===== src/rtl/pipe_cla_adder.sv =====
// Pipelined carry-lookahead adder: segment k of the operands is summed in stage k and
// all result bits leave together. Define CLA_SUBTRACT_EN to honour the sub input (a - b).
module pipe_cla_adder #(
  parameter int WIDTH  = 32,
  parameter int STAGES = 2
) (
  input  logic             clk,
  input  logic             rst,
  input  logic [WIDTH-1:0] a,
  input  logic [WIDTH-1:0] b,
  input  logic             c_in,
  input  logic             sub,
  input  logic             in_valid,
  output logic             in_ready,
  output logic [WIDTH-1:0] s,
  output logic             c_out,
  output logic             ovf,
  output logic             out_valid,
  input  logic             out_ready
);

  localparam int SEG = WIDTH / STAGES;

  // Parallel-prefix g/p tree over one segment; returns {carry_out, sum}.
  function automatic logic [SEG:0] cla_seg(input logic [SEG-1:0] x,
                                           input logic [SEG-1:0] y,
                                           input logic           ci);
    logic [SEG-1:0] g;
    logic [SEG-1:0] p;
    logic [SEG-1:0] g_nxt;
    logic [SEG-1:0] p_nxt;
    logic [SEG:0]   c;
    g = x & y;
    p = x | y;
    for (int d = 1; d < SEG; d = d * 2) begin
      g_nxt = g;
      p_nxt = p;
      for (int i = d; i < SEG; i++) begin
        g_nxt[i] = g[i] | (p[i] & g[i-d]);
        p_nxt[i] = p[i] & p[i-d];
      end
      g = g_nxt;
      p = p_nxt;
    end
    c[0] = ci;
    for (int i = 0; i < SEG; i++) begin
      c[i+1] = g[i] | (p[i] & ci);
    end
    return {c[SEG], x ^ y ^ c[SEG-1:0]};
  endfunction

  logic [WIDTH-1:0] b_op;
  logic             cin_op;
  logic             advance;

`ifdef CLA_SUBTRACT_EN
  assign b_op   = b ^ {WIDTH{sub}};
  assign cin_op = c_in | sub;
`else
  logic unused_sub;
  assign b_op       = b;
  assign cin_op     = c_in;
  assign unused_sub = sub;
`endif

  // The whole pipe moves as one; a stalled output freezes every stage.
  assign advance  = !out_valid | out_ready;
  assign in_ready = advance;

  for (genvar k = 0; k < STAGES; k++) begin : g_stage
    localparam int LO   = k * SEG;
    localparam int DONE = (k + 1) * SEG;

    logic [WIDTH-LO-1:0] op_a;
    logic [WIDTH-LO-1:0] op_b;
    logic                ci;
    logic                v_in;
    logic [SEG:0]        seg_res;
    logic [DONE-1:0]     sum_nxt;
    logic                valid_r;
    logic                carry_r;
    logic [DONE-1:0]     sum_r;

    if (k == 0) begin : g_head
      assign op_a    = a;
      assign op_b    = b_op;
      assign ci      = cin_op;
      assign v_in    = in_valid;
      assign seg_res = cla_seg(op_a[SEG-1:0], op_b[SEG-1:0], ci);
      assign sum_nxt = seg_res[SEG-1:0];
    end else begin : g_link
      assign op_a    = g_stage[k-1].g_skew.a_r;
      assign op_b    = g_stage[k-1].g_skew.b_r;
      assign ci      = g_stage[k-1].carry_r;
      assign v_in    = g_stage[k-1].valid_r;
      assign seg_res = cla_seg(op_a[SEG-1:0], op_b[SEG-1:0], ci);
      assign sum_nxt = {seg_res[SEG-1:0], g_stage[k-1].sum_r};
    end

    // Stage valid, segment carry and accumulated low result bits.
    always_ff @(posedge clk or posedge rst) begin
      if (rst) begin
        valid_r <= 1'b0;
        carry_r <= 1'b0;
        sum_r   <= {DONE{1'b0}};
      end else if (advance) begin
        valid_r <= v_in;
        carry_r <= seg_res[SEG];
        sum_r   <= sum_nxt;
      end
    end

    if (k < STAGES - 1) begin : g_skew
      logic [WIDTH-DONE-1:0] a_r;
      logic [WIDTH-DONE-1:0] b_r;

      // Operand segments not yet summed wait here for their carry.
      always_ff @(posedge clk or posedge rst) begin
        if (rst) begin
          a_r <= {(WIDTH-DONE){1'b0}};
          b_r <= {(WIDTH-DONE){1'b0}};
        end else if (advance) begin
          a_r <= op_a[WIDTH-LO-1:SEG];
          b_r <= op_b[WIDTH-LO-1:SEG];
        end
      end
    end else begin : g_tail
      logic ovf_r;

      // Carry into the MSB is recovered as s ^ a ^ b at that bit.
      always_ff @(posedge clk or posedge rst) begin
        if (rst) begin
          ovf_r <= 1'b0;
        end else if (advance) begin
          ovf_r <= seg_res[SEG] ^ seg_res[SEG-1] ^ op_a[SEG-1] ^ op_b[SEG-1];
        end
      end
    end
  end

  assign s         = g_stage[STAGES-1].sum_r;
  assign c_out     = g_stage[STAGES-1].carry_r;
  assign ovf       = g_stage[STAGES-1].g_tail.ovf_r;
  assign out_valid = g_stage[STAGES-1].valid_r;

endmodule

===== config.mk =====
export PLATFORM = sky130hd
export DESIGN_NAME = pipe_cla_adder
export DESIGN_NICKNAME = d
export VERILOG_FILES = /design/src/rtl/pipe_cla_adder.sv
export SDC_FILE = /design/constraint.sdc
export NUM_CORES = 1
export LEC_CHECK = 0
export ABC_CLOCK_PERIOD_IN_PS = 3800
export CAP_MARGIN = 40
export CORE_ASPECT_RATIO = 1.2
export CORE_UTILIZATION = 51
export CTS_CLUSTER_DIAMETER = 50
export DETAILED_ROUTE_END_ITERATION = 16
export HOLD_SLACK_MARGIN = 0.06
export PLACE_DENSITY = 0.84
export SETUP_SLACK_MARGIN = 0.2
export SYNTH_ARGS = -nofsm -noshare
export SYNTH_HDL_FRONTEND = slang
export SYNTH_SLANG_ARGS = --single-unit

===== constraint.sdc =====
create_clock -name clk -period 3.8 [get_ports clk]
set_input_delay 0.76 -clock clk [delete_from_list [all_inputs] [get_ports clk]]
set_output_delay 0.76 -clock clk [all_outputs]
set_load 0.005 [all_outputs]

==> impl_metrics.py <==
metrics = {
    "status": {
        "status": "finished clean",
    },
    "critical_path": {
        "worst_setup_path_type": "in -> reg",
        "crit_fanout": 5,
        "r2r-start": "g_stage[0].g_skew.a_r[8]",
        "end_kind": "register",
        "setup.worst_path.start_class": "primary input",
        "cp_data_arrival_time_ns": 3.28,
        "cp-startpoint": "a[0]",
        "crit_required_ns": 4.03,
    },
    "finish": {
        "fillers": 766,
        "design.final.nets": 819,
        "most-common-layout-cells": "sky130_fd_sc_hd__clkdlybuf4s50_1, sky130_fd_sc_hd__nand2_1, sky130_fd_sc_hd__inv_1",
        "layout-area-overhead-vs-synth_pct": 28.2,
        "fin_cells": 810,
        "antenna-diode-count": 0,
        "drive_above_1_share_pct": 4.95,
        "finish.instance_area_um2": 6590,
        "multi_input_area_um2": 2620,
        "seq_area_um2": 2130,
        "layout.cells.most_common": "sky130_fd_sc_hd__clkdlybuf4s50_1",
    },
    "global_routing": {
        "track_usage_pct": 23.2,
        "first_pass_grt_wire_length_um": 19200,
        "grt_antenna_before_repair": 0,
        "grt_remaining_overflow": 0,
        "first_global_vias": 4371,
        "grt_start_max_net_pins": 84,
    },
    "routing": {
        "detail_route.vias_per_cell": 5.11,
        "drtPass1Iterations": 4,
        "finalWirelength_um": 11200,
        "drt_iter0_markers": 170,
        "ant_nets": 0,
        "detail_route.drc_violations": 0,
        "num_vias": 4141,
        "drt-wirelength-per-cell_um": 13.8,
    },
    "floorplanning": {
        "fp.coreArea_um2": 9660,
        "floorplan.die.height_um": 112,
        "die_w_um": 93.7,
        "dieArea_um2": 10500,
        "fp-row-count": 39,
        "effective_utilization_at_floorplan_pct": 53.2,
        "top_level_ports": 106,
    },
    "sta": {
        "period_share_pct": 80.3,
        "layout_min_cycle_time_ns": 3.05,
        "worst_hold_slack_ns": 0.469,
        "skew_ns": 0.00675,
        "max_freq_ghz": 0.328,
        "final_max_slew_viol_count": 0,
        "timing_worst_slew_pin_value_ns": 0.719,
        "totalNegativeSetupSlack_ns": 0,
        "rsz0062_at_grt": "false",
        "setup_violations": 0,
        "hold_violations": 0,
        "maxSlewHeadroom_pct": 52.1,
    },
    "clock_tree": {
        "cts.clk_slew.worst_paths_ns": 0.06,
        "clock_insertion_delay_at_the_later_pin_of_the_skew_report_ns": 0.34,
        "ctsResizeCount": 0,
        "htreeDepth": 3,
        "numClockSinks": 85,
        "number_of_clock_buffers_inserted_by_tritoncts": 9,
        "post_cts_hold_buffer_count": 0,
        "cts_post_setup_buffers_inserted": 0,
        "cts_tree": "built",
        "ctsRootBufferMaster": "sky130_fd_sc_hd__clkbuf_16",
        "buffers_from_clock_root_to_sink_at_most": 2,
    },
    "yosys": {
        "sequential_share_of_the_synthesized_area_pct": 41.4,
        "postSynthCellCount": 581,
        "dominantRegCellSynth": "sky130_fd_sc_hd__dfrtp_1",
        "synth-edff-count": 0,
        "netlist_top_cells_area": "sky130_fd_sc_hd__dfrtp_1, sky130_fd_sc_hd__ha_1, sky130_fd_sc_hd__nand2_1",
        "synth_cell_type_count": 44,
        "yosys_reg_bits": 85,
        "synth_top_cell_area_share_pct": 41.4,
        "synth_area_leader_cell": "sky130_fd_sc_hd__dfrtp_1",
        "synthesis.nets": 717,
        "post_synthesis_instance_area_um2": 5140,
        "asyncSetResetFlopFracSynth_pct": 100,
        "synthesis.yosys.warnings": 0,
        "synth_area_per_cell_um2": 8.85,
    },
    "pwr": {
        "ir_worst_vdd_mv": 0.262,
        "power_per_cell_area_nw_per_um2": 494,
        "total_leakage_power_nw": 3.23,
    },
    "flow_run": {
        "cap_violations": 0,
    },
    "hold_path": {
        "hold_path.class": "reg -> reg",
        "holdCritStartpoint": "s[15]",
    },
    "placement": {
        "detailed_place.area_um2": 6330,
        "io_buffers": 104,
        "placed_cells": 795,
        "dp_hpwl_um": 8330,
        "globalplace.congestion": 0.933,
    },
}
## final timing paths
path,end,slack [ns],cells past startpoint
max reg2reg,ovf,1.34,10
min,s[15],0.47,2
max in group asynchronous,g_stage[0].g_skew.b_r[7],2.27,3
min reg2reg,s[15],0.47,2
min in group asynchronous,s[0],0.82,2
max,g_stage[0].sum_r[15],0.75,11
## cell families (layout without fill, tap and decap cells)
logic type      Yosys count  after routing  share of synthesized area, %
mux                       1              1                         0.219
buf+inv                 106            212                          7.74
simple gates            178            178                          15.3
compound gates          113            113                          13.6
xor+xnor                 32             32                          5.45
flops                    85             85                          41.4
fa+ha+maj                66             66                          16.3
## state kept, by name, indices dropped and copies added (netlist names)
| signal | flops |
|---|---|
| g_stage.carry_r | 1 |
| c_out | 1 |
| g_stage.valid_r | 1 |
| ovf | 1 |
| g_stage.g_skew.a_r | 16 |
| g_stage.sum_r | 16 |
| g_stage.g_skew.b_r | 16 |
| out_valid | 1 |
| s | 32 |
## per-stage QoR
| step | setup slack [ns] | util (%) | power, W |
|---|---|---|---|
| 2_1_floorplan | 0.847 | - | 0.00192 |
| 3_3_place_gp | 0.495 | 65.5 | 0.00241 |
| 3_5_place_dp | 0.407 | 65.5 | 0.00246 |
| 4_1_cts | 0.760 | 68.2 | 0.00328 |
| 5_1_grt | 0.578 | 68.2 | 0.00347 |
| 6_report | 0.750 | 68.2 | 0.00325 |
## critical path: stages
cell	delay, ns
sky130_fd_sc_hd__clkdlybuf4s50_1	0.48
sky130_fd_sc_hd__inv_1	0.08
sky130_fd_sc_hd__ha_1	0.19
sky130_fd_sc_hd__nand2b_1	0.14
sky130_fd_sc_hd__a21oi_1	0.20
sky130_fd_sc_hd__o21bai_1	0.10
sky130_fd_sc_hd__or2b_1	0.21
sky130_fd_sc_hd__a41o_2	0.30
sky130_fd_sc_hd__a311oi_2	0.17
sky130_fd_sc_hd__or4b_1	0.49
sky130_fd_sc_hd__and3_1	0.15
## area by class of cell
cell class / count / area share, %
Clock inverter: 4 / 0.380
Multi-Input combinational cell: 390 / 39.8
Sequential cell: 85 / 32.3
Clock buffer: 11 / 3.68
Timing Repair Buffer: 109 / 16.5
Inverter: 88 / 5.05
Tap cell: 123 / 2.33
## routing by layer
layer	wire length, um	vias to the layer above	GRT usage, %
met5	0	-	0
met4	231	0	7.59
met3	663	23	7.18
met2	5790	98	40.9
met1	4500	1957	26.6
li1	-	2063	-
## Yosys cell counts, types with 2 or more instances
master and count:
sky130_fd_sc_hd__nor2_1 50, sky130_fd_sc_hd__nor3_1 9, sky130_fd_sc_hd__o21ai_0 44, sky130_fd_sc_hd__nor2b_1 6
sky130_fd_sc_hd__buf_1 2, sky130_fd_sc_hd__ha_1 64, sky130_fd_sc_hd__o31ai_1 2, sky130_fd_sc_hd__o221ai_1 2
sky130_fd_sc_hd__a211oi_1 2, sky130_fd_sc_hd__a311o_1 2, sky130_fd_sc_hd__a21oi_1 40, sky130_fd_sc_hd__xor2_1 12
sky130_fd_sc_hd__dfrtp_1 85, sky130_fd_sc_hd__nand2_1 94, sky130_fd_sc_hd__nand2b_1 6, sky130_fd_sc_hd__fa_1 2
sky130_fd_sc_hd__inv_1 88, sky130_fd_sc_hd__a31oi_1 2, sky130_fd_sc_hd__clkbuf_1 16, sky130_fd_sc_hd__xnor2_1 20
sky130_fd_sc_hd__nand3_1 3, sky130_fd_sc_hd__o21bai_1 7, sky130_fd_sc_hd__a221oi_1 2
## report_power, final
part           leakage [nW]  internal (W)  switching (W)
clock network         0.127      0.000455       0.000356
logic                  2.10      0.000629       0.000537
registers             0.996       0.00114       0.000137
(Power assumes the default switching activity.)
